### config.mk
export PLATFORM = sky130hd
export DESIGN_NAME = counter_updown_param
export DESIGN_NICKNAME = d
export VERILOG_FILES = /design/src/rtl/counter_updown_param.sv
export SDC_FILE = /design/constraint.sdc
export NUM_CORES = 1
export LEC_CHECK = 0
export CAP_MARGIN = 30
export CORE_MARGIN = 8
export CORE_UTILIZATION = 40
export CTS_CLUSTER_DIAMETER = 200
export CTS_CLUSTER_SIZE = 24
export DETAILED_ROUTE_END_ITERATION = 8
export DONT_BUFFER_PORTS = 1
export GPL_ROUTABILITY_DRIVEN = 0
export PLACE_DENSITY = 0.55
export SYNTH_ARGS = -nofsm -noshare
export SYNTH_HDL_FRONTEND = slang
export SYNTH_SLANG_ARGS = --single-unit
export TNS_END_PERCENT = 5
### constraint.sdc
create_clock -name clk -period 2.9 [get_ports clk]
set_input_delay 0.58 -clock clk [delete_from_list [all_inputs] [get_ports clk]]
set_output_delay 0.58 -clock clk [all_outputs]
set_load 0.01 [all_outputs]
### src/rtl/counter_updown_param.sv
// rtl/counter_updown_param.sv - parametrised up/down counter with modulus, wrap/saturate and load checking
module counter_updown_param #(
    parameter int WIDTH    = 8,
    parameter int MAX_VAL  = 2**WIDTH-1,
    parameter int SATURATE = 0
) (
    input  logic             clk,
    input  logic             reset,
    input  logic             clear,
    input  logic             load,
    input  logic [WIDTH-1:0] load_data,
    input  logic             en,
    input  logic             up_dn,
    output logic [WIDTH-1:0] count,
    output logic             tc,
    output logic             wrap,
    output logic             load_err
);

    localparam logic [WIDTH-1:0] MAX_C  = WIDTH'(MAX_VAL);
    localparam logic [WIDTH-1:0] ZERO_C = '0;
    localparam logic [WIDTH-1:0] ONE_C  = WIDTH'(1);

    logic [WIDTH-1:0] count_q, count_d;
    logic             wrap_q, wrap_d;
    logic             load_err_q, load_err_d;

    logic at_max, at_zero;
    assign at_max  = (count_q == MAX_C);
    assign at_zero = (count_q == ZERO_C);

    // Pulses default low every cycle; only a load or a boundary crossing raises them.
    always_comb begin
        count_d    = count_q;
        wrap_d     = 1'b0;
        load_err_d = 1'b0;
        if (clear) begin
            count_d = ZERO_C;
        end else if (load) begin
            if (load_data > MAX_C) begin
                count_d    = MAX_C;
                load_err_d = 1'b1;
            end else begin
                count_d = load_data;
            end
        end else if (en) begin
            if (up_dn) begin
                if (!at_max) begin
                    count_d = count_q + ONE_C;
                end else if (SATURATE == 0) begin
                    count_d = ZERO_C;
                    wrap_d  = 1'b1;
                end
            end else begin
                if (!at_zero) begin
                    count_d = count_q - ONE_C;
                end else if (SATURATE == 0) begin
                    count_d = MAX_C;
                    wrap_d  = 1'b1;
                end
            end
        end
    end

    always_ff @(posedge clk) begin
        if (reset) begin
            count_q    <= ZERO_C;
            wrap_q     <= 1'b0;
            load_err_q <= 1'b0;
        end else begin
            count_q    <= count_d;
            wrap_q     <= wrap_d;
            load_err_q <= load_err_d;
        end
    end

    assign count    = count_q;
    assign wrap     = wrap_q;
    assign load_err = load_err_q;
    assign tc       = up_dn ? at_max : at_zero;

endmodule

==> results.toml <==
[status]
outcome = "finished clean"

[power_and_ir_drop]
power_uw = 328.0
p_per_area_mw_per_mm2 = 390.7
pwr-share-seq_pct = 44.8
p_comb_share_pct = 24.0
p_sw_uw = 111.3
leakagePower_nw = 0.2989
vdd.ir_drop.worst_mv = 0.2611
swShare_pct = 33.93
pwr-share-clk_pct = 31.2
internal-power_uw = 216.7

[yosys]
synth_compound_area_share_pct = 25.08
ys_types = 41
syn_area_um2 = 823.3
avgSynthCellArea_um2 = 7.159
synth_top_area_cell = "dfxtp_1"
syn_inst = 115
synth_seq_area_share_pct = 21.88
yosysWarnings = 0
yosys.area_share.simple_pct = 36.78
synth_xor_area_share_pct = 3.191
synth_top_family_by_area = "simple AND/OR/NAND/NOR gates"
synth_mux_area_share_pct = 0
synth_fa_ha_area_share_pct = 4.559
synth_area_leaders = "dfxtp_1 (22%), a21oi_1 (8.5%), nand2_1 (5.9%), ha_1 (4.6%), o21ai_0 (4.3%)"
ys_ff_latch = 9
syn_nets = 132
yosys.area.top_type_share_pct = 21.88

[detailed_routing]
wl_per_cell_um = 16.51
drt_wl_total_um = 2279
firstDrtPassIters = 4
drt_iter0_markers = 5
route.detailed.drc = 0
vias = 818
via_per_inst = 5.928
postRouteAntennaNets = 0

[placement]
io_buffers = 0
dp_hpwl_um = 1793

[clock_tree]
clk_latency_ns = 0.27
clkSinkCount = 9
clkTransAtPathRegs_ns = 0.07
ctsLongestPathBuffers = 2
ctsResizeCount = 0
cts_tree = "yes"
holdBufCountCts = 0
post_cts.repair.setup_buffers = 0
root_buffer = "clkbuf_4"
htreeDepth = 1
numCtsBuffers = 3

[global_route]
grt_pass1_vias = 774
grt_pass1_wl_um = 3691
grt_usage_pct = 13.17
antenna_found_initial = 0
grt-ovfl-total = 0
grt_max_degree = 16

[critical_path]
arrival_ns = 1.70
worstPathMaxFanout = 10
critPathRequiredTime_ns = 2.32
cp-start-kind = "flip-flop"
cp-end-kind = "primary output"
worstSetupPathType = "reg2out"

[sta]
max_clock_freq_ghz = 0.4383
finalSetupTns_ns = 0
skew_ns = 0.004002
finalCritPeriodShare_pct = 78.67
hold_viol_final = 0
rsz0062_at_grt = "no"
setup_viol = 0
period_needed_ns = 2.282
drv_slew = 0

[floorplan]
dieWidth_um = 61.37
die_area_mm2 = 0.003766
ios = 25
initial_core_util_pct = 41.96
rows = 16
core_area_mm2 = 0.001962
dieHeight_um = 61.37

[final_layout]
drive_above_1_share_pct = 10.81
final_nets = 129
multi_input_area_um2 = 576.8
seq_area_um2 = 180.2
final_util_pct = 42.79
fillCellCount = 243
area_delta_synth_final_pct = 1.976
n_antenna_cell = 0

[worst_hold_path]
hp-class = "in2reg"

[job]
maxCapViolCount = 0
-- flip-flops by register name, summed over array words and instances (netlist names) --
signal and count:
wrap 1, count 8
-- path summary, 6_finish.rpt --
path	startpoint	to	slack [ns]	cells after the start
worst min-delay path	load	count[1]	0.44	2
worst min register to register	count[0]	count[0]	0.71	2
worst max-delay path	count[0]	tc	0.62	5
worst max register to register	count[0]	count[5]	1.07	7
-- power groups by stage --
stage / sequential, mW / clock (mW) / combinational [mW]
global placement: 0.150 / 0 / 0.0775
detailed placement: 0.150 / 0 / 0.0781
global route: 0.149 / 0.115 / 0.0875
finish: 0.147 / 0.102 / 0.0787
floorplan: 0.141 / 0 / 0.0769
CTS: 0.147 / 0.104 / 0.0789
-- routing by layer --
layer	vias to the layer above	routed length, um	GRT usage, %
met2	28	946	18.81
met5	-	0	0
li1	412	-	-
met3	9	216	4.593
met1	369	1056	16.86
met4	0	61	6.818
-- placed cells by master (no fill, tap or decap), types with 2 or more instances in the layout --
master	count
o211ai_1	2
nor2_1	7
inv_1	5
and3_1	4
nand2_1	13
nor3b_2	2
clkbuf_4	3
ha_1	3
or3_1	2
nand3_1	6
o2111ai_1	2
nor3_1	5
nand4_1	3
a21oi_1	14
dfxtp_1	9
xor2_1	2
o21ai_0	7
-- Yosys cell counts --
cell and n:
a21oi_1 14, nand2_1 13, dfxtp_1 9, nor2_1 7, o21ai_0 7, nand3_1 6
inv_1 5, nor3_1 5, and3_1 4, clkbuf_1 4, ha_1 3, nand4_1 3
buf_2 2, nor3b_2 2, o2111ai_1 2, o211ai_1 2, or3_1 2, xor2_1 2
a2111oi_2 1, a211o_2 1, a211oi_1 1, and4_1 1, buf_4 1, buf_6 1
clkinv_1 1, conb_1 1, nand2_2 1, nor2b_1 1, nor3_4 1, nor4_1 1
nor4_2 1, nor4b_1 1, o21a_1 1, o21ai_1 1, o221ai_1 1, o22ai_1 1
o31a_1 1, or2_2 1, or3_4 1, or3b_1 1, xnor2_1 1
-- critical path, stage by stage, from the launching register on --
cell and delay, ns:
dfxtp_1 0.56, inv_1 0.13, ha_1 0.24, nor2b_1 0.17
nand3_1 0.19, nand2_1 0.14
-- through the flow --
step / hold slack (ns) / area, um2 / setup WS (ns) / cells
2_1_floorplan: 0.6876 / 823.3 / 1.003 / 115
4_1_cts: 0.4453 / 839.6 / 0.6294 / 138
6_report: 0.4438 / 839.6 / 0.6185 / 138
3_3_place_gp: 0.7087 / 813.3 / 0.9681 / 134
5_1_grt: 0.4495 / 839.6 / 0.4911 / 138
3_5_place_dp: 0.7010 / 813.3 / 0.9259 / 134
-- logic make-up (layout without fill, tap and decap cells) --
group / after synthesis / in the layout
AND/OR/NAND/NOR: 52 / 52
AO/OA/AOI/OAI: 33 / 33
buffers and inverters: 14 / 10
flip-flops: 9 / 9
adder cells (fa/ha/maj): 3 / 3
XOR/XNOR: 3 / 3
other: 1 / 1
-- area by class of cell --
cell class | count | area share (%)
Clock buffer | 4 | 3.130
Inverter | 6 | 2.683
Multi-Input combinational cell | 92 | 68.70
Sequential cell | 9 | 21.46
Tap cell | 27 | 4.024
No activity file was read; power rests on OpenSTA's default activity.
==> edit: new RTL, config.mk and constraints unchanged <==
Change the parameter `WIDTH` from 8 to 10.
--- a/src/rtl/counter_updown_param.sv
+++ b/src/rtl/counter_updown_param.sv
@@ -1,6 +1,6 @@
 // rtl/counter_updown_param.sv - parametrised up/down counter with modulus, wrap/saturate and load checking
 module counter_updown_param #(
-    parameter int WIDTH    = 8,
+    parameter int WIDTH    = 10,
     parameter int MAX_VAL  = 2**WIDTH-1,
     parameter int SATURATE = 0
 ) (
Interface: changed (resized count and load_data); port bits go from 25 to 29. The function was not compared with the original's and may differ.
==> edit against the unedited design <==
Synthesized area grew 16%. Routed wire length increased by 21%. Worst setup slack lost 0.14 ns. Cell count grew 12%. Cell area grew 14%. Critical path depth stayed put. Sequential cell count up 3. Clock skew fell by 0.0032 ns. Total power is 18% higher. First-iteration DRC count rose to 6.2 times the old value.
==> edit: results (changes against the unedited design) <==
metric;value;unit;change
status;completed;;unchanged
cp_max_fo;10;;unchanged
ys_top_cells_by_area;dfxtp_1 (25%), a21oi_1 (7.4%), nor2_1 (6.7%), o32ai_1 (3.7%), xnor2_1 (3.7%);;was dfxtp_1 (22%), a21oi_1 (8.5%), nand2_1 (5.9%), ha_1 (4.6%), o21ai_0 (4.3%)
min_path_cells;2;;unchanged
grt_max_degree;15;;was 16
nets;147;;was 129
use_met1;16.1;%;was 16.9%
pg_comb;0.0872;mW;was 0.0787 mW
reg2reg_depth;6;;was 7
p_seq;0.194;mW;was 0.147 mW
dr_wl_met2;1.28;mm;was 946 um
fin_skew;0.000781;ns;was 0.00400 ns
largest_reg_flops;10;;was 8
synth.area.mux_share;1.05;%;was 0%
yosysUniqueCellTypes;37;;was 41
wl_met3;290;um;was 216 um
cts-buffers-inserted;3;;unchanged
synth-adder-area-share;2.63;%;was 4.56%
met3_usage;6.53;%;was 4.59%
gr-usage-all-layers;14.0;%;was 13.2%
ctsResizeCount;0;;unchanged
min_from;load_data[4];;was load
p_leak;0.349;nW;was 0.299 nW
drive_gt1_share;7.87;%;was 10.8%
use_met2;22.7;%;was 18.8%
vias;943;;was 818
drtIter0Drc;31;;was 5
r2r_slack;0.85;ns;was 1.07 ns
synth_commonest_cells;nor2_1 (17), a21oi_1 (14), dfxtp_1 (12), nand2_1 (9), inv_1 (8);;was a21oi_1 (14), nand2_1 (13), dfxtp_1 (9), nor2_1 (7), o21ai_0 (7)
place.detailed.hpwl;2.03;mm;was 1.79 mm
syn_area_per_cell;7.15;um2;was 7.16 um2
met1_length;1.15;mm;was 1.06 mm
holdPathEnd;count[4];;was count[1]
worstPathArrival;1.85;ns;was 1.70 ns
grt_pass1_vias;907;;was 774
p_sw_share;33.4;%;was 33.9%
synth_nets;151;;was 132
vias_per_cell;6.08;;was 5.93
fillers;254;;was 243
synth_xor_area_share;7.37;%;was 3.19%
synth.yosys.seq_area_share;25.3;%;was 21.9%
hp-class;input pin to register;;unchanged
synth_compound_area_share;21.4;%;was 25.1%
peakVddDrop;0.000253;V;was 0.000261 V
grt_pass1_wl;4.62;mm;was 3.69 mm
reg2reg_to;count[3];;was count[5]
[edit: changes by cell type after synthesis, sizes merged, moves of 2 or more]
cell     change
or3          +2
dfxtp        +3
o211ai       -2
inv          +3
nor2        +10
xnor2        +3
xor2         +2
buf          +3
nor3b        -2
nand2        -5
o2111ai      -2
o32ai        +4
[edit: final cells by class]
cell class                 instances  share of cell area [%]
tap                               28                    3.66
sequential                        12                    25.1
clock buffer                       3                    2.35
timing repair buffer               1                   0.783
inverter                           8                    3.13
multi-input combinational        103                    65.0
[edit: through the flow]
stage / power (mW) / instance area, um2 / setup WS, ns / hold slack, ns
after detailed placement: 0.283 / 936 / 0.761 / 0.654
after floorplan: 0.271 / 951 / 0.971 / 0.601
after global placement: 0.284 / 936 / 0.803 / 0.660
final: 0.387 / 958 / 0.474 / 0.451
after CTS: 0.392 / 958 / 0.447 / 0.445
after global routing: 0.418 / 958 / 0.270 / 0.452
